### src/rtl/instr_exec_ctrl_pkg.sv
// rtl/instr_exec_ctrl_pkg.sv - shared opcodes, state encoding and width defaults
package instr_exec_ctrl_pkg;

    localparam int DATA_W_DEF = 8;
    localparam int RA_W_DEF   = 2;

    localparam logic [1:0] OP_ADD  = 2'b00;
    localparam logic [1:0] OP_ADDI = 2'b01;
    localparam logic [1:0] OP_SUB  = 2'b10;
    localparam logic [1:0] OP_JMP  = 2'b11;

    typedef enum logic [1:0] {
        ST_IDLE = 2'b00,
        ST_EXEC = 2'b01,
        ST_WB   = 2'b10,
        ST_JUMP = 2'b11
    } state_e;

endpackage

### src/rtl/instr_exec_ctrl_alu8.sv
// rtl/instr_exec_ctrl_alu8.sv - combinational add/sub with signed overflow
module alu8
    import instr_exec_ctrl_pkg::*;
#(
    parameter int DATA_W = DATA_W_DEF
) (
    input  logic [DATA_W-1:0] a_i,
    input  logic [DATA_W-1:0] b_i,
    input  logic              sub_i,
    output logic [DATA_W-1:0] sum_o,
    output logic              ovf_o
);

    logic [DATA_W-1:0] b_eff;

    // Subtraction as a + ~b + 1, so one sign rule covers both operations.
    assign b_eff = sub_i ? ~b_i : b_i;
    assign sum_o = a_i + b_eff + {{(DATA_W-1){1'b0}}, sub_i};
    assign ovf_o = (a_i[DATA_W-1] == b_eff[DATA_W-1]) &&
                   (sum_o[DATA_W-1] != a_i[DATA_W-1]);

endmodule

### src/rtl/instr_exec_ctrl.sv
// rtl/instr_exec_ctrl.sv - decode/execute/write-back controller ahead of the 4x8 register file
module instr_exec_ctrl
    import instr_exec_ctrl_pkg::*;
#(
    parameter int DATA_W = DATA_W_DEF,
    parameter int RA_W   = RA_W_DEF
) (
    input  logic              clk,
    input  logic              reset,
    input  logic              instr_valid,
    input  logic [DATA_W-1:0] instr,
    output logic              instr_ready,
    output logic [RA_W-1:0]   rs,
    output logic [RA_W-1:0]   rt,
    output logic [RA_W-1:0]   rd,
    output logic [DATA_W-1:0] writeData,
    output logic              RegWrite,
    input  logic [DATA_W-1:0] readData1,
    input  logic [DATA_W-1:0] readData2,
    output logic              jump_valid,
    output logic [DATA_W-1:0] jump_offset,
    output logic              ovf,
    output logic [7:0]        retired
);

    state_e            state_q;
    logic [DATA_W-1:0] ir_q;
    logic [DATA_W-1:0] result_q;
    logic [7:0]        retired_q;
    logic              ovf_q;

    logic [1:0]        op;
    logic [DATA_W-1:0] imm_c;
    logic [DATA_W-1:0] alu_b;
    logic [DATA_W-1:0] alu_sum;
    logic              alu_ovf;

    assign op    = ir_q[7:6];
    assign imm_c = {{(DATA_W-2){ir_q[1]}}, ir_q[1:0]};
    assign alu_b = (op == OP_ADDI) ? imm_c : readData2;

    alu8 #(.DATA_W(DATA_W)) u_alu (
        .a_i   (readData1),
        .b_i   (alu_b),
        .sub_i (op == OP_SUB),
        .sum_o (alu_sum),
        .ovf_o (alu_ovf)
    );

    always_ff @(posedge clk) begin
        if (!reset) begin
            state_q   <= ST_IDLE;
            ir_q      <= '0;
            result_q  <= '0;
            retired_q <= '0;
            ovf_q     <= 1'b0;
        end else begin
            case (state_q)
                ST_IDLE: begin
                    if (instr_valid) begin
                        ir_q    <= instr;
                        state_q <= (instr[7:6] == OP_JMP) ? ST_JUMP : ST_EXEC;
                    end
                end
                ST_EXEC: begin
                    result_q <= alu_sum;
                    ovf_q    <= ovf_q | alu_ovf;
                    state_q  <= ST_WB;
                end
                ST_WB: begin
                    retired_q <= retired_q + 8'd1;
                    state_q   <= ST_IDLE;
                end
                default: begin
                    retired_q <= retired_q + 8'd1;
                    state_q   <= ST_IDLE;
                end
            endcase
        end
    end

    // Every output is held at its reset value while reset is low, so a
    // write-back or redirect in flight is suppressed immediately.
    assign instr_ready = reset && (state_q == ST_IDLE);
    assign RegWrite    = reset && (state_q == ST_WB);
    assign jump_valid  = reset && (state_q == ST_JUMP);
    assign rs          = reset ? ir_q[5:4] : '0;
    assign rt          = reset ? ir_q[3:2] : '0;
    assign rd          = !reset ? '0 : (op == OP_ADDI) ? ir_q[3:2] : ir_q[1:0];
    assign writeData   = reset ? result_q : '0;
    assign jump_offset = reset ? {{(DATA_W-6){ir_q[5]}}, ir_q[5:0]} : '0;
    assign ovf         = ovf_q;
    assign retired     = retired_q;

endmodule

### config.mk
export PLATFORM = sky130hd
export DESIGN_NAME = instr_exec_ctrl
export DESIGN_NICKNAME = d
export VERILOG_FILES = /design/src/rtl/instr_exec_ctrl_pkg.sv /design/src/rtl/instr_exec_ctrl_alu8.sv /design/src/rtl/instr_exec_ctrl.sv
export SDC_FILE = /design/constraint.sdc
export NUM_CORES = 1
export LEC_CHECK = 0
export CORE_MARGIN = 1.5
export CORE_UTILIZATION = 45
export DETAILED_ROUTE_END_ITERATION = 8
export PLACE_DENSITY = 0.87
export SKIP_CTS_REPAIR_TIMING = 1
export SLEW_MARGIN = 20
export SYNTH_ARGS = -nofsm -noshare
export SYNTH_HDL_FRONTEND = slang
export SYNTH_SLANG_ARGS = --single-unit
### constraint.sdc
create_clock -name clk -period 2.8 [get_ports clk]
set_clock_uncertainty 0.05 [all_clocks]
set_input_delay 0.56 -clock clk [delete_from_list [all_inputs] [get_ports clk]]
set_output_delay 0.56 -clock clk [all_outputs]
set_load 0.02 [all_outputs]
==> impl_metrics.json <==
{
  "syn_nets": 248,
  "setup_violations": 0,
  "ys_seq_area_share_pct": 30.6,
  "reg2reg_to": "result_q[6]",
  "post-place-ws_ns": -0.128,
  "wl_per_cell_um": 10.9,
  "htree_levels": 1,
  "syn_to_final_growth_pct": 38.8,
  "synth_edf_count": 0,
  "cp_max_fo": 45,
  "grt_max_degree": 46,
  "clk_path_buf_depth": 2,
  "nNetsFinal": 303,
  "path_clk_slew_ns": 0.09,
  "cts_sinks": 27,
  "dieArea_um2": 4310,
  "critPathKind": "in2out",
  "status": "complete, no violations",
  "cp.required_ns": 2.19,
  "drc": 0,
  "clkLatencyLatePin_ns": 0.27,
  "synth.area.mux_share_pct": 7.38,
  "first_global_vias": 1349,
  "synth_warnings": 0,
  "worst_slack_ns": 0.111,
  "first_pass_iters": 4,
  "arrival_ns": 2.08,
  "worstMarginPinSlew_ns": 0.489,
  "ys_ff_latch": 27,
  "rsz0062_at_grt": "false",
  "grt_first_pass_wirelength_mm": 5.66,
  "worstHoldPathType": "reg2reg",
  "synth_compound_area_share_pct": 13.7,
  "powerDensity_nw_per_um2": 397,
  "drive_gt1_share_pct": 4.49,
  "synth-simple-area-share_pct": 26.7,
  "finalCritPeriodShare_pct": 96.0,
  "synth_top_family_by_area": "simple AND/OR/NAND/NOR gates",
  "viasPerCell": 4.98,
  "ant_nets": 0,
  "slew_headroom_pct": 67.4,
  "synth.area.top_cells": "dfxtp_1, and2_1, mux2i_1",
  "yosys-top-cells-count": "dfxtp_1, and2_1, o21ai_0",
  "startpoint_type": "primary input",
  "design.core.area_um2": 3720,
  "hp-start": "result_q[1]",
  "synth_area_um2": 1760,
  "detailroute.via_count": 1569,
  "synthAdderAreaFrac_pct": 6.10,
  "synthFlopType": "dfxtp_1",
  "timing.hold.ws_ns": 0.414,
  "max_freq_mhz": 372,
  "die_h_um": 65.6,
  "multi_input_area_um2": 1120,
  "drt_iter0_markers": 58,
  "yosysTopAreaCell": "dfxtp_1",
  "vdd_drop_max_mv": 0.189,
  "start_util_pct": 47.5,
  "root_buffer": "clkbuf_8",
  "whs_endpoint": "result_q[1]",
  "synth.most_common_cell": "dfxtp_1",
  "leakagePower_nw": 0.943,
  "num_rows": 22,
  "portBuffers": 60,
  "reg2reg_setup_slack_ns": 0.28,
  "avgSynthCellArea_um2": 8.28,
  "async_flop_share_pct": 0,
  "totalWireLength_mm": 3.44,
  "dieWidth_um": 65.6,
  "antenna_found_initial": 0,
  "fillers": 321,
  "finalHoldViolations": 0,
  "routabilityCongestion": 0.852,
  "end_kind": "output port",
  "grt_overflow": 0,
  "hold_path_depth": 2,
  "tritoncts": "built",
  "timing.rr.start": "ir_q[6]",
  "synth_top_area_share_pct": 30.6,
  "reg2reg_depth": 10,
  "dpl.hpwl_mm": 2.73,
  "ys_types": 36,
  "synthXorXnorAreaFrac_pct": 9.43,
  "ff_latch_area_um2": 541,
  "io_pins": 61,
  "grt_usage_pct": 16.5,
  "cts_buffers": 3,
  "period_minus_slack_ns": 2.69,
  "n_antenna_cell": 0,
  "syn_inst": 213,
  "drv_cap": 0,
  "maxSlewViolCount": 0
}
## worst max-delay path, cell delays in order
cell,delay [ns]
clkdlybuf4s50_1,0.50
buf_12,0.19
and2_1,0.19
clkdlybuf4s50_1,0.62
## cell type report
cell class	count	share of cell area, %
clock inverter	1	0.204
timing repair buffer	67	27.7
tap	48	2.45
sequential	27	22.1
multi-input combinational	167	45.6
inverter	2	0.307
clock buffer	3	1.69
## registers in the layout, indices dropped and copies added (netlist names)
signal and flops:
state_q 2, result_q 8, ovf 1, retired 8, ir_q 8
## metal layers
layer  up-vias  global-route usage, %  wire, um
met5         -                      0         0
met4         0                   5.47        35
met3         4                   2.57       170
met2        44                   30.1      1610
met1       695                   19.5      1630
li1        826                      -         -
## cell usage in the layout, fill, tap and decap left out, types with 2 or more instances in the layout
| cell | count |
|---|---|
| dfxtp_1 | 27 |
| clkdlybuf4s50_1 | 60 |
| nand2b_1 | 2 |
| ha_1 | 7 |
| a21oi_1 | 4 |
| o21ai_1 | 2 |
| and2_1 | 25 |
| nor2b_1 | 17 |
| nor3_1 | 3 |
| mux2i_1 | 13 |
| clkbuf_8 | 3 |
| nor2_1 | 4 |
| buf_12 | 2 |
| nand2_1 | 22 |
| o31ai_1 | 2 |
| buf_4 | 5 |
| or3_1 | 2 |
| nand3_1 | 2 |
| inv_1 | 2 |
| and3_1 | 4 |
| o21ai_0 | 23 |
| nand4_1 | 3 |
| xor2_1 | 5 |
| xnor2_1 | 14 |
| a21boi_0 | 3 |
## per-stage QoR
step / instances / total power [mW] / TNS, ns / utilization, % / instance area [um^2]
after global routing: 315 / 1.04 / 0 / 65.9 / 2450
after global placement: 311 / 0.758 / -0.0710 / 64.6 / 2400
final: 315 / 0.972 / 0 / 65.9 / 2450
after floorplan: 213 / 0.641 / 0 / - / 1760
after detailed placement: 311 / 0.763 / -0.250 / 64.6 / 2400
after CTS: 315 / 0.984 / 0 / 65.9 / 2450
## worst max-delay path by stage
stage,cells past startpoint,from,slack (ns),end
global route,10,readData2[1],0.01,result_q[3]
finish,4,reset,0.11,jump_offset[7]
global placement,11,readData2[0],-0.07,result_q[6]
CTS,4,reset,0.11,jump_offset[7]
detailed placement,11,readData2[0],-0.13,result_q[6]
floorplan,12,ir_q[6],0.24,result_q[6]
## report_power, final
part	internal (mW)	leakage (nW)	switching (mW)
registers	0.406	0.220	0.0168
logic	0.178	0.697	0.153
clock network	0.0997	0.0255	0.119
## logic make-up (layout without fill, tap and decap cells)
family | Yosys count | after routing
compound gates | 41 | 41
xor+xnor | 19 | 19
fa+ha+maj | 8 | 8
buf+inv | 19 | 73
flops | 27 | 27
mux | 13 | 13
simple gates | 86 | 86
No activity file was read; power rests on OpenSTA's default activity.
